## src/rtl/conway_pkg.sv

```systemverilog
// conway_pkg: shared FSM encodings, default B5/S45 rule masks and indexing helpers
// for the 3D Game-of-Life engine.
package conway_pkg;
   localparam logic [3:0] Q_SETUP   = 4'b0001;
   localparam logic [3:0] Q_SIMUL   = 4'b0010;
   localparam logic [3:0] Q_COMPUTE = 4'b0100;
   localparam logic [3:0] Q_PAUSE   = 4'b1000;
   localparam logic [26:0] DEF_BIRTH   = 27'h0000020;
   localparam logic [26:0] DEF_SURVIVE = 27'h0000030;
   function automatic int cell_index(input int x, input int y, input int z, input int dim_x, input int dim_y);
      return x + dim_x * (y + dim_y * z);
   endfunction
   // Width of a counter over d values, never zero so size-1 axes stay legal.
   function automatic int coord_w(input int d);
      return d > 1 ? $clog2(d) : 1;
   endfunction
endpackage

```

## src/rtl/conway_neighbor_count.sv

```systemverilog
// conway_neighbor_count: combinational 26-neighbour live count for one cell
// and its next state under the selected rule masks and edge mode.
module conway_neighbor_count import conway_pkg::*; #(
   parameter int DIM_X = 8,
   parameter int DIM_Y = 8,
   parameter int DIM_Z = 8,
   parameter int WRAP = 1,
   parameter logic [26:0] BIRTH_MASK = DEF_BIRTH,
   parameter logic [26:0] SURVIVE_MASK = DEF_SURVIVE,
   localparam int N = DIM_X * DIM_Y * DIM_Z,
   localparam int XW = coord_w(DIM_X),
   localparam int YW = coord_w(DIM_Y),
   localparam int ZW = coord_w(DIM_Z),
   localparam int IW = coord_w(N)
) (
   input  logic [N-1:0]  cells,
   input  logic [XW-1:0] x,
   input  logic [YW-1:0] y,
   input  logic [ZW-1:0] z,
   output logic [4:0]    count,
   output logic          nxt
);
   int nx, ny, nz;
   logic ok;
   // Axes shorter than 3 are bounded even when wrapping, so no neighbour is counted twice.
   always_comb begin
      count = '0;
      nx = 0;
      ny = 0;
      nz = 0;
      ok = 1'b0;
      for (int k = -1; k <= 1; k++)
         for (int j = -1; j <= 1; j++)
            for (int i = -1; i <= 1; i++) begin
               nx = int'(x) + i;
               ny = int'(y) + j;
               nz = int'(z) + k;
               ok = (i != 0) || (j != 0) || (k != 0);
               if (WRAP != 0 && DIM_X >= 3) nx = (nx + DIM_X) % DIM_X;
               else ok = ok && nx >= 0 && nx < DIM_X;
               if (WRAP != 0 && DIM_Y >= 3) ny = (ny + DIM_Y) % DIM_Y;
               else ok = ok && ny >= 0 && ny < DIM_Y;
               if (WRAP != 0 && DIM_Z >= 3) nz = (nz + DIM_Z) % DIM_Z;
               else ok = ok && nz >= 0 && nz < DIM_Z;
               if (ok) count = count + 5'(cells[IW'(cell_index(nx, ny, nz, DIM_X, DIM_Y))]);
            end
      nxt = cells[IW'(cell_index(int'(x), int'(y), int'(z), DIM_X, DIM_Y))] ? SURVIVE_MASK[count] : BIRTH_MASK[count];
   end
endmodule

```

## src/rtl/conway_life_engine.sv

```systemverilog
// conway_life_engine: setup/simulate/pause FSM with a serial one-cell-per-clock
// sweep into a shadow buffer that is committed atomically each generation.
module conway_life_engine import conway_pkg::*; #(
   parameter int DIM_X = 8,
   parameter int DIM_Y = 8,
   parameter int DIM_Z = 8,
   parameter int WRAP = 1,
   parameter logic [26:0] BIRTH_MASK = DEF_BIRTH,
   parameter logic [26:0] SURVIVE_MASK = DEF_SURVIVE,
   parameter int GEN_W = 16,
   localparam int N = DIM_X * DIM_Y * DIM_Z,
   localparam int AW = $clog2(N),
   localparam int PW = $clog2(N + 1)
) (
   input  logic             Clk,
   input  logic             Reset_n,
   input  logic             Start,
   input  logic             End,
   input  logic             Running,
   input  logic             Step,
   input  logic             Tick,
   input  logic             EditWe,
   input  logic [AW-1:0]    EditAddr,
   input  logic             EditData,
   output logic [N-1:0]     Cells,
   output logic [GEN_W-1:0] Generation,
   output logic [PW-1:0]    Population,
   output logic             Busy,
   output logic             GenDone,
   output logic             Overrun
);
   localparam int XW = coord_w(DIM_X);
   localparam int YW = coord_w(DIM_Y);
   localparam int ZW = coord_w(DIM_Z);
   logic [3:0] state;
   logic ret_pause, commit, nxt, edit_ok;
   logic [AW-1:0] idx;
   logic [XW-1:0] sx;
   logic [YW-1:0] sy;
   logic [ZW-1:0] sz;
   logic [N-1:0] shadow;
   logic [PW-1:0] acc;
   logic [4:0] count_unused;
   conway_neighbor_count #(
      .DIM_X(DIM_X), .DIM_Y(DIM_Y), .DIM_Z(DIM_Z), .WRAP(WRAP),
      .BIRTH_MASK(BIRTH_MASK), .SURVIVE_MASK(SURVIVE_MASK)
   ) u_nc (.cells(Cells), .x(sx), .y(sy), .z(sz), .count(count_unused), .nxt(nxt));
   assign edit_ok = EditWe && ({1'b0, EditAddr} < (AW + 1)'(N));
   assign Busy = state == Q_COMPUTE && !commit;
   assign GenDone = state == Q_COMPUTE && commit;
   always_ff @(posedge Clk or negedge Reset_n)
      if (!Reset_n) begin
         state <= Q_SETUP;
         ret_pause <= 1'b0;
         commit <= 1'b0;
         idx <= '0;
         sx <= '0;
         sy <= '0;
         sz <= '0;
         shadow <= '0;
         acc <= '0;
         Cells <= '0;
         Generation <= '0;
         Population <= '0;
         Overrun <= 1'b0;
      end else begin
         if (End) state <= Q_SETUP;
         else if (state == Q_SETUP) begin
            if (edit_ok && Cells[EditAddr] != EditData) begin
               Cells[EditAddr] <= EditData;
               Population <= EditData ? Population + PW'(1) : Population - PW'(1);
            end
            if (Start) begin
               state <= Q_SIMUL;
               Generation <= '0;
               Overrun <= 1'b0;
            end
         end else if (state == Q_SIMUL) begin
            if (!Running) state <= Q_PAUSE;
            else if (Tick) begin
               state <= Q_COMPUTE;
               ret_pause <= 1'b0;
            end
         end else if (state == Q_PAUSE) begin
            if (Running) state <= Q_SIMUL;
            else if (Step) begin
               state <= Q_COMPUTE;
               ret_pause <= 1'b1;
            end
         end else begin
            if (Tick) Overrun <= 1'b1;
            if (commit) begin
               Cells <= shadow;
               Population <= acc;
               Generation <= Generation + GEN_W'(1);
               state <= (ret_pause || !Running) ? Q_PAUSE : Q_SIMUL;
            end else begin
               shadow[idx] <= nxt;
               acc <= acc + PW'(nxt);
               idx <= idx + AW'(1);
               commit <= idx == AW'(N - 1);
               if (sx == XW'(DIM_X - 1)) begin
                  sx <= '0;
                  if (sy == YW'(DIM_Y - 1)) begin
                     sy <= '0;
                     sz <= sz + ZW'(1);
                  end else sy <= sy + YW'(1);
               end else sx <= sx + XW'(1);
            end
         end
         // Commit or abort rewinds the sweep so the next one starts at cell 0.
         if (End || commit) begin
            commit <= 1'b0;
            idx <= '0;
            sx <= '0;
            sy <= '0;
            sz <= '0;
            acc <= '0;
         end
      end
endmodule

```

## config.mk

```make
export PLATFORM = sky130hd
export DESIGN_NAME = conway_life_engine
export DESIGN_NICKNAME = d
export VERILOG_FILES = /design/src/rtl/conway_pkg.sv /design/src/rtl/conway_neighbor_count.sv /design/src/rtl/conway_life_engine.sv
export SDC_FILE = /design/constraint.sdc
export NUM_CORES = 2
export LEC_CHECK = 0
export CORE_ASPECT_RATIO = 1.5
export CORE_MARGIN = 8
export CORE_UTILIZATION = 35
export CTS_BUF_LIST = sky130_fd_sc_hd__clkbuf_8
export CTS_CLUSTER_DIAMETER = 120
export DETAILED_ROUTE_END_ITERATION = 10
export PLACE_DENSITY_LB_ADDON = 0.05
export SETUP_SLACK_MARGIN = 0.05
export SLEW_MARGIN = 20
export SYNTH_ARGS = -nofsm -noshare
export SYNTH_HDL_FRONTEND = slang
export SYNTH_HIERARCHICAL = 1
export SYNTH_SLANG_ARGS = --single-unit
```

## constraint.sdc

```tcl
create_clock -name Clk -period 11.4 [get_ports Clk]
set_clock_uncertainty 0.1 [all_clocks]
set_input_delay 2.28 -clock Clk [delete_from_list [all_inputs] [get_ports Clk]]
set_output_delay 2.28 -clock Clk [all_outputs]
set_load 0.02 [all_outputs]
```

==> reports/results.txt <==
ANT nets after route = 0
Post-synthesis cell count = 8847
Status = complete, no violations
Clock net sink count = 1085
Final instance area = 92000 um2
Dpl cell area = 88100 um2
Worst Path Required = 12.21 ns
H-tree levels = 4
R2r worst-path depth = 32
Worst skew pair latency = 1.00 ns
Critical Path Source = sx[1]
Max-cap violations = 0
Max Freq = 88.7 MHz
Final min period = 11.27 ns
Static Leak = 37.7 nW
Hold_buf cts = 0
Routed vias/inst = 6.99
WHS Path Cells = 2
Area grow syn2layout = 16.3%
NumNets Final = 9117
Worst R2R Start = sx[1]
DR pass1 iterations = 6
Layout cells sized above 1 = 0.142
Vias = 85400
Fin crit share = 0.989
Reg2reg setup slack = 0.13 ns
CP most frequent cell = fa_1
Final-report max-slew violation count = 0
Clock Path Buffers = 4
Placed Cells = 11800
Reg clk slew, reported paths = 0.07 ns
Non-filler cells, final = 12200
Clk root buf = clkbuf_8
# resized after CTS = 0
Endpoint class of the critical path = flop
PortBufs = 558
Initial antenna violation count = 52
Die Width = 404 um
Largest net degree at the start of global routing = 174
Hold Path Class = flop to flop
Final setup vio count = 0
GRT overflow = 0
First-pass GRT wire length = 720 mm
Yosys warnings = 6
Num CTS Buffers = 197
HP Start = shadow[137]
CTS tree = done
Slew headroom = 0.104
GRT Util Overall = 0.425
DRC = 0
Die height = 598 um
I/O pins = 559
Core ar. = 225000 um2
Setup CP Type = flop to flop
Hold_ws = 0.374 ns
Row Count = 213
Vias in the first global route = 81700
Crit start category = flop
GP Congestion = 1.09
Peak VDD IR = 0.00249 V
CP Data Arrival Time = 12.08 ns
DR WL/cell = 44.0 um
Pwr Density = 356 nW/um2
Setup TNS = 0 ns
Hold Vio Cnt, Final = 0
Crit-path slowest cell = nor2b_2
Post-synthesis cell area = 79100 um2
Iteration-0 DRC Markers = 12400
WL final = 537 mm
DP Wirelength = 362 mm
Post-CTS setup buffer count = 0
CP max FO = 57
Worst-Margin Slew = 1.34 ns
CP peak stage delay = 0.97 ns
Die ar. = 242000 um2
Initial Util = 0.352
Syn Area/Cell = 8.94 um2
RSZ-0062 raised after global routing = no
Syn nets = 8944
[worst paths after layout]
path | endpoint
hold reg to reg | Cells[137]
setup / recovery | shadow[348]
hold / removal | Cells[137]
min in group asynchronous | shadow[293]
max in group asynchronous | shadow[40]
setup reg to reg | shadow[348]
[where the power goes]
| part | leakage (nW) | internal, mW | total, mW | switching, mW |
|---|---|---|---|---|
| clock | 2.21 | 1.90 | 3.82 | 1.91 |
| sequential | 15.1 | 3.95 | 4.09 | 0.141 |
| combinational | 20.4 | 7.03 | 24.8 | 17.8 |
[flip-flops by register name, summed over array words and instances, names as in the netlist]
signal / cells
Cells: 512
shadow: 512
Generation: 16
Population: 10
acc: 10
idx: 9
state: 4
sx: 3
sy: 3
sz: 3
Overrun: 1
commit: 1
ret_pause: 1
[worst max-delay path: cells and delay by family, from the launching register on]
| family | cells | cell delay [ns] |
|---|---|---|
| AOI/OAI and AO/OA | 7 | 1.44 |
| xor gates and xnor gates | 1 | 0.12 |
| adders and majority gates | 8 | 3.43 |
| buffers and inverters | 10 | 2.59 |
| DFF | 1 | 0.41 |
| muxes | 2 | 1.26 |
| and+or+nand+nor | 4 | 1.60 |
[layout by cell type (no fill, tap or decap), types with 20 or more instances in the layout]
| cell type | instances |
|---|---|
| a221oi_1 | 29 |
| mux2_2 | 111 |
| fa_1 | 23 |
| diode_2 | 34 |
| o21a_1 | 518 |
| clkdlybuf4s50_1 | 553 |
| clkbuf_8 | 236 |
| nor2_1 | 720 |
| nand4_1 | 26 |
| nand3_1 | 554 |
| o31ai_1 | 520 |
| dfrtp_1 | 1079 |
| xor2_1 | 34 |
| nor2_2 | 22 |
| a21oi_1 | 604 |
| inv_1 | 133 |
| ha_1 | 53 |
| and3_1 | 20 |
| nand2_1 | 1398 |
| nor3_1 | 36 |
| o21ai_0 | 542 |
| o22ai_1 | 57 |
| buf_12 | 50 |
| and2_1 | 20 |
| buf_4 | 264 |
| mux4_2 | 460 |
| mux2i_1 | 478 |
| xnor2_1 | 38 |
| a22oi_1 | 176 |
[area by class of cell]
type                            instances  area [um2]
Sequential cell                      1085       27200
Fill cell                           22600      133000
Multi-Input combinational cell       6799       48300
Clock buffer                          236        3250
Inverter                               61         231
Timing Repair Buffer                  876        8640
Tap cell                             3010        3770
Clock inverter                        102         487
Antenna cell                           34        85.1
[routing by layer]
metal,track usage,share of wire
met1,0.502,0.35
met2,0.642,0.44
met4,0.343,0.098
met5,0,0.00034
met3,0.125,0.11
[metrics by stage]
stage	setup slack [ns]	utilization	power [mW]
floorplan	0.306	-	18.7
global placement	0.459	0.392	29.9
detailed placement	0.449	0.392	29.7
CTS	0.435	0.409	33.5
global route	0.0532	0.409	34.1
finish	0.125	0.409	32.7
Note: power is estimated with default switching activity, not from simulation.
